$ cat src/rtl/idu_pkg.sv
// Shared opcode and immediate-type encodings for the npc decode stage.
package idu_pkg;

  localparam logic [6:0] OPC_LUI     = 7'b0110111;
  localparam logic [6:0] OPC_AUIPC   = 7'b0010111;
  localparam logic [6:0] OPC_JAL     = 7'b1101111;
  localparam logic [6:0] OPC_JALR    = 7'b1100111;
  localparam logic [6:0] OPC_BRANCH  = 7'b1100011;
  localparam logic [6:0] OPC_LOAD    = 7'b0000011;
  localparam logic [6:0] OPC_STORE   = 7'b0100011;
  localparam logic [6:0] OPC_OPIMM   = 7'b0010011;
  localparam logic [6:0] OPC_OPIMM32 = 7'b0011011;
  localparam logic [6:0] OPC_OP      = 7'b0110011;
  localparam logic [6:0] OPC_OP32    = 7'b0111011;
  localparam logic [6:0] OPC_SYSTEM  = 7'b1110011;

  localparam logic [2:0] IMM_R = 3'd0;
  localparam logic [2:0] IMM_I = 3'd1;
  localparam logic [2:0] IMM_U = 3'd2;
  localparam logic [2:0] IMM_S = 3'd3;
  localparam logic [2:0] IMM_B = 3'd4;
  localparam logic [2:0] IMM_J = 3'd5;
  localparam logic [2:0] IMM_Z = 3'd6;

endpackage

$ cat src/rtl/idu_imm_gen.sv
// Combinational opcode-to-immediate-type decode and immediate extraction.
// Define IDU_PIPE_ILLEGAL_EN to flag unrecognised encodings on 'illegal'.
module idu_imm_gen
  import idu_pkg::*;
#(
  parameter int XLEN = 32
) (
  input  logic [31:0]     inst,
  output logic [2:0]      imm_type,
  output logic [XLEN-1:0] imm,
  output logic            illegal
);

  logic [31:0] imm32;

  always_comb begin
    imm_type = IMM_R;
    case (inst[6:0])
      OPC_LUI, OPC_AUIPC:           imm_type = IMM_U;
      OPC_JAL:                      imm_type = IMM_J;
      OPC_JALR, OPC_LOAD, OPC_OPIMM: imm_type = IMM_I;
      OPC_OPIMM32:                  imm_type = (XLEN == 64) ? IMM_I : IMM_R;
      OPC_STORE:                    imm_type = IMM_S;
      OPC_BRANCH:                   imm_type = IMM_B;
      OPC_SYSTEM:                   imm_type = inst[14] ? IMM_Z : IMM_I;
      default:                      imm_type = IMM_R;
    endcase
  end

  always_comb begin
    imm32 = '0;
    case (imm_type)
      IMM_I: imm32 = {{20{inst[31]}}, inst[31:20]};
      IMM_S: imm32 = {{20{inst[31]}}, inst[31:25], inst[11:7]};
      IMM_B: imm32 = {{19{inst[31]}}, inst[31], inst[7], inst[30:25], inst[11:8], 1'b0};
      IMM_U: imm32 = {inst[31:12], 12'b0};
      IMM_J: imm32 = {{11{inst[31]}}, inst[31], inst[19:12], inst[20], inst[30:21], 1'b0};
      IMM_Z: imm32 = {27'b0, inst[19:15]};
      default: imm32 = '0;
    endcase
  end

  // Every 32-bit form already carries its sign in bit 31 (Z is positive).
  assign imm = {{(XLEN-31){imm32[31]}}, imm32[30:0]};

`ifdef IDU_PIPE_ILLEGAL_EN
  // Only OP (and OP-32 on RV64) legitimately decode as R; anything else there is unknown.
  assign illegal = (imm_type == IMM_R) && (inst[6:0] != OPC_OP) &&
                   !((XLEN == 64) && (inst[6:0] == OPC_OP32));
`else
  assign illegal = 1'b0;
`endif

endmodule

$ cat src/rtl/idu_pipe.sv
// Registered instruction-decode stage: one pipeline register, valid/ready, flush, stall counter.
// Illegal-opcode detection is enabled by defining IDU_PIPE_ILLEGAL_EN.
module idu_pipe
  import idu_pkg::*;
#(
  parameter int XLEN  = 32,
  parameter int CNT_W = 16
) (
  input  logic              clk,
  input  logic              rst_n,
  input  logic              in_valid,
  output logic              in_ready,
  input  logic [31:0]       in_inst,
  input  logic [XLEN-1:0]   in_pc,
  input  logic              flush,
  output logic              out_valid,
  input  logic              out_ready,
  output logic [XLEN-1:0]   out_pc,
  output logic [6:0]        out_op,
  output logic [2:0]        out_func3,
  output logic [6:0]        out_func7,
  output logic [4:0]        out_rd,
  output logic [4:0]        out_rs1,
  output logic [4:0]        out_rs2,
  output logic [XLEN-1:0]   out_imm,
  output logic [2:0]        out_imm_type,
  output logic              out_illegal,
  output logic [CNT_W-1:0]  stall_cnt
);

  logic            fire_in;
  logic            fire_out;
  logic [2:0]      dec_type;
  logic [XLEN-1:0] dec_imm;
  logic            dec_illegal;

  assign in_ready = !out_valid || out_ready;
  assign fire_in  = in_valid && in_ready;
  assign fire_out = out_valid && out_ready;

  idu_imm_gen #(
    .XLEN(XLEN)
  ) u_imm_gen (
    .inst    (in_inst),
    .imm_type(dec_type),
    .imm     (dec_imm),
    .illegal (dec_illegal)
  );

  // Flush wins over a simultaneous fire-in; data fields only change on an accepted instruction.
  always_ff @(posedge clk or negedge rst_n) begin
    if (!rst_n) begin
      out_valid    <= 1'b0;
      out_pc       <= '0;
      out_op       <= '0;
      out_func3    <= '0;
      out_func7    <= '0;
      out_rd       <= '0;
      out_rs1      <= '0;
      out_rs2      <= '0;
      out_imm      <= '0;
      out_imm_type <= IMM_R;
      out_illegal  <= 1'b0;
    end else if (flush) begin
      out_valid <= 1'b0;
    end else if (fire_in) begin
      out_valid    <= 1'b1;
      out_pc       <= in_pc;
      out_op       <= in_inst[6:0];
      out_func3    <= in_inst[14:12];
      out_func7    <= in_inst[31:25];
      out_rd       <= in_inst[11:7];
      out_rs1      <= in_inst[19:15];
      out_rs2      <= in_inst[24:20];
      out_imm      <= dec_imm;
      out_imm_type <= dec_type;
      out_illegal  <= dec_illegal;
    end else if (fire_out) begin
      out_valid <= 1'b0;
    end
  end

  // Back-pressure counter survives flush and sticks at all-ones.
  always_ff @(posedge clk or negedge rst_n) begin
    if (!rst_n) begin
      stall_cnt <= '0;
    end else if (out_valid && !out_ready && (stall_cnt != '1)) begin
      stall_cnt <= stall_cnt + CNT_W'(1);
    end
  end

endmodule

$ cat config.mk
export PLATFORM = sky130hd
export DESIGN_NAME = idu_pipe
export DESIGN_NICKNAME = d
export VERILOG_FILES = /design/src/rtl/idu_pkg.sv /design/src/rtl/idu_imm_gen.sv /design/src/rtl/idu_pipe.sv
export SDC_FILE = /design/constraint.sdc
export NUM_CORES = 1
export LEC_CHECK = 0
export ABC_CLOCK_PERIOD_IN_PS = 3700
export BUFFER_PORTS_ARGS = -buffer_cell sky130_fd_sc_hd__buf_2
export CAP_MARGIN = 25
export CORE_ASPECT_RATIO = 1.5
export CORE_UTILIZATION = 50
export DETAILED_ROUTE_END_ITERATION = 6
export GPL_ROUTABILITY_DRIVEN = 1
export HOLD_SLACK_MARGIN = 0.12
export PLACE_DENSITY = 0.85
export SLEW_MARGIN = 40
export SYNTH_ARGS = -nofsm -noshare
export SYNTH_HDL_FRONTEND = slang
export SYNTH_SLANG_ARGS = --single-unit
$ cat constraint.sdc
create_clock -name clk -period 3.7 [get_ports clk]
set_input_delay 0.555 -clock clk [delete_from_list [all_inputs] [get_ports clk]]
set_output_delay 0.555 -clock clk [all_outputs]
set_load 0.01 [all_outputs]
==> flow_summary.toml <==
[outcome]
status = "finished with violations"
violations = "DRC"

[grt]
grt_pass1_wl_mm = 21.7
antenna_found_initial = 0
grt_usage = 0.265
overflow = 0
grt_max_degree = 97
first_global_vias = 4506

[clock_network]
cts_tree = "yes"
clk_latency_ns = 0.41
clkSinkCount = 116
cts_htree_levels = 4
cts_root_buf = "clkbuf_16"
ctsLongestPathBuffers = 2
postCtsResizedCells = 0
numCtsBuffers = 17
postCtsSetupBuffers = 0
clk_pin_slew_ns = 0.05
hold_buffers = 0

[layout]
antenna_cells = 0
fill_cells = 768
area_delta_synth_final_pct = 32.7
mostFrequentLayoutCell = "nand2_1"
fin_nets = 790
layout_common_cells = "nand2_1 (230), buf_2 (184), dfrtp_1 (116)"
drive_above_1_share = 0.326
fin_cells = 848
final_util = 0.684
final_cell_area_sq_um = 6660

[yosys]
synth_top_area_frac = 0.578
synthTopCellsByArea = "dfrtp_1 (58%), nand2_1 (17%), a21oi_1 (2.2%)"
syn_avg_cell_area_sq_um = 9.33
synth_area_sq_um = 5020
postSynthNetCount = 608
ys_types = 52
synth_top_flop_cell = "dfrtp_1"
ys_async_sr_fraction = 1.00
ys_seq_elements = 116
ys_seq_area_frac = 0.578
synth_area_leader_cell = "dfrtp_1"
synth-edff-count = 0
synth_cells = 538
yosys_warnings = 0

[setup_path]
start_kind = "register"
cp.required_ns = 3.99
crit_path_end_kind = "register"
path_max_fanout = 96
crit_arrival_ns = 2.48
worst-setup-path-type = "register to register"

[min_path]
hold_path_class = "input port to async pin"

[routing]
drt_wl_total_mm = 13.1
postRouteAntennaNets = 0
firstDrtPassIters = 7
via_count = 4497
wire_per_inst_um = 15.4
drc = 26
vias_per_cell = 5.30
drtIter0Drc = 221

[power]
ir_worst_vdd_mv = 0.385
swShare = 0.263
internal_power_uw = 2780
combPwrFrac = 0.142
power_frac_clock = 0.457
p_leak_uw = 0.00363
power_density_nw_per_um2 = 566
switchingPower_uw = 991
seq_power_share = 0.401

[die]
die-area_sq_um = 10500
start_util = 0.515
fp-row-count = 44
dieHeight_um = 125
die_x_um = 83.8
coreArea_sq_um = 9740
ios = 187

[sta]
skew_ns = 0.00609
hold_violations = 0
period_needed_ns = 2.19
slew_headroom = 0.541
tightest_slew_ns = 0.687
setup_ws_ns = 1.51
setup_tns_ns = 0
finalMaxSlewViolations = 0
rsz0062_at_grt = "false"
setup_viol_count_final = 0
fin_crit_sh = 0.591
fmax_mhz = 457

[placed_design]
dpl.hpwl_mm = 9.23
place_area_sq_um = 6020
dp_slack_ns = 1.24
placed_cells = 816
place.gp.congestion = 0.916
portBuffers = 185

[flow_run]
maxCapViolations = 0
==> cells in the mapped netlist, drive strengths merged, types with 3 or more instances <==
cell and instances:
a211oi 3, a21oi 22, a221o 4, and2 5, and3 4, buf 12
clkbuf 16, dfrtp 116, inv 9, mux2i 4, nand2 231, nand2b 6
nand3 10, nand4 8, nor2 12, o211ai 8, o21ai 20, o311ai 4
or3 3, xnor2 10, xor2 3
==> critical path: stages, from the launching register on <==
cell and delay [ns]:
dfrtp_1 0.37, nand2b_1 0.24, nand3b_1 0.54, buf_12 0.43, and2_1 0.21, a221o_1 0.26
==> sequential cells by signal (all words and copies together), names as in the netlist <==
signal / count
out_rd: 5
out_func7: 7
out_pc: 32
out_imm_type: 3
out_op: 7
out_rs1: 5
stall_cnt: 16
out_func3: 3
out_valid: 1
out_imm: 32
out_rs2: 5
==> power by group through the flow <==
stage               clock network [uW]  logic, uW  registers, uW
floorplan                            0        196           1590
global placement                     0        517           1520
detailed placement                   0        535           1530
CTS                               1750        542           1510
global route                      1810        592           1530
finish                            1720        537           1510
==> per-layer routing <==
layer	track usage	share of wire
met5	0	0
met4	0.140	0.033
met3	0.0636	0.057
met2	0.450	0.52
met1	0.308	0.39
==> path summary, 6_finish.rpt <==
| check | slack [ns] | cells after the start | startpoint | end |
|---|---|---|---|---|
| setup / recovery | 1.51 | 5 | out_valid$_DFFE_PN0P_ | out_imm[2]$_DFFE_PN0P_ |
| hold / removal | 0.15 | 1 | rst_n | out_imm_type[0]$_DFFE_PN0P_ |
| setup reg to reg | 1.51 | 5 | out_valid$_DFFE_PN0P_ | out_imm[2]$_DFFE_PN0P_ |
| hold reg to reg | 0.47 | 2 | out_rd[3]$_DFFE_PN0P_ | out_rd[3]$_DFFE_PN0P_ |
| max in group asynchronous | 2.76 | 2 | rst_n | out_rs2[4]$_DFFE_PN0P_ |
| min in group clk | 0.34 | 3 | in_pc[13] | out_pc[13]$_DFFE_PN0P_ |
==> final cells by class <==
class | count | area, sq um | area share
inverters | 9 | 33.8 | 0.00507
well taps | 115 | 144 | 0.0216
multi-input cells | 385 | 1960 | 0.294
clock buffers | 19 | 453 | 0.0680
flip-flops and latches | 116 | 2900 | 0.436
clock inverters | 13 | 181 | 0.0272
repair buffers | 191 | 990 | 0.149
==> kinds of logic (layout without fill, tap and decap cells) <==
logic type,Yosys count,count (layout),share of synthesized area
flops,116,116,0.578
other cells,1,1,0.000747
buf+inv,37,232,0.0341
compound gates,67,67,0.0902
simple gates,297,297,0.259
fa+ha+maj,1,1,0.00249
mux,6,6,0.0125
xor+xnor,13,13,0.0227
==> through the flow <==
step	power [uW]	hold slack (ns)
global route	3930	0.209
finish	3770	0.149
detailed placement	2060	0.457
CTS	3800	0.187
global placement	2040	0.453
floorplan	1780	0.259
(Power assumes the default switching activity.)
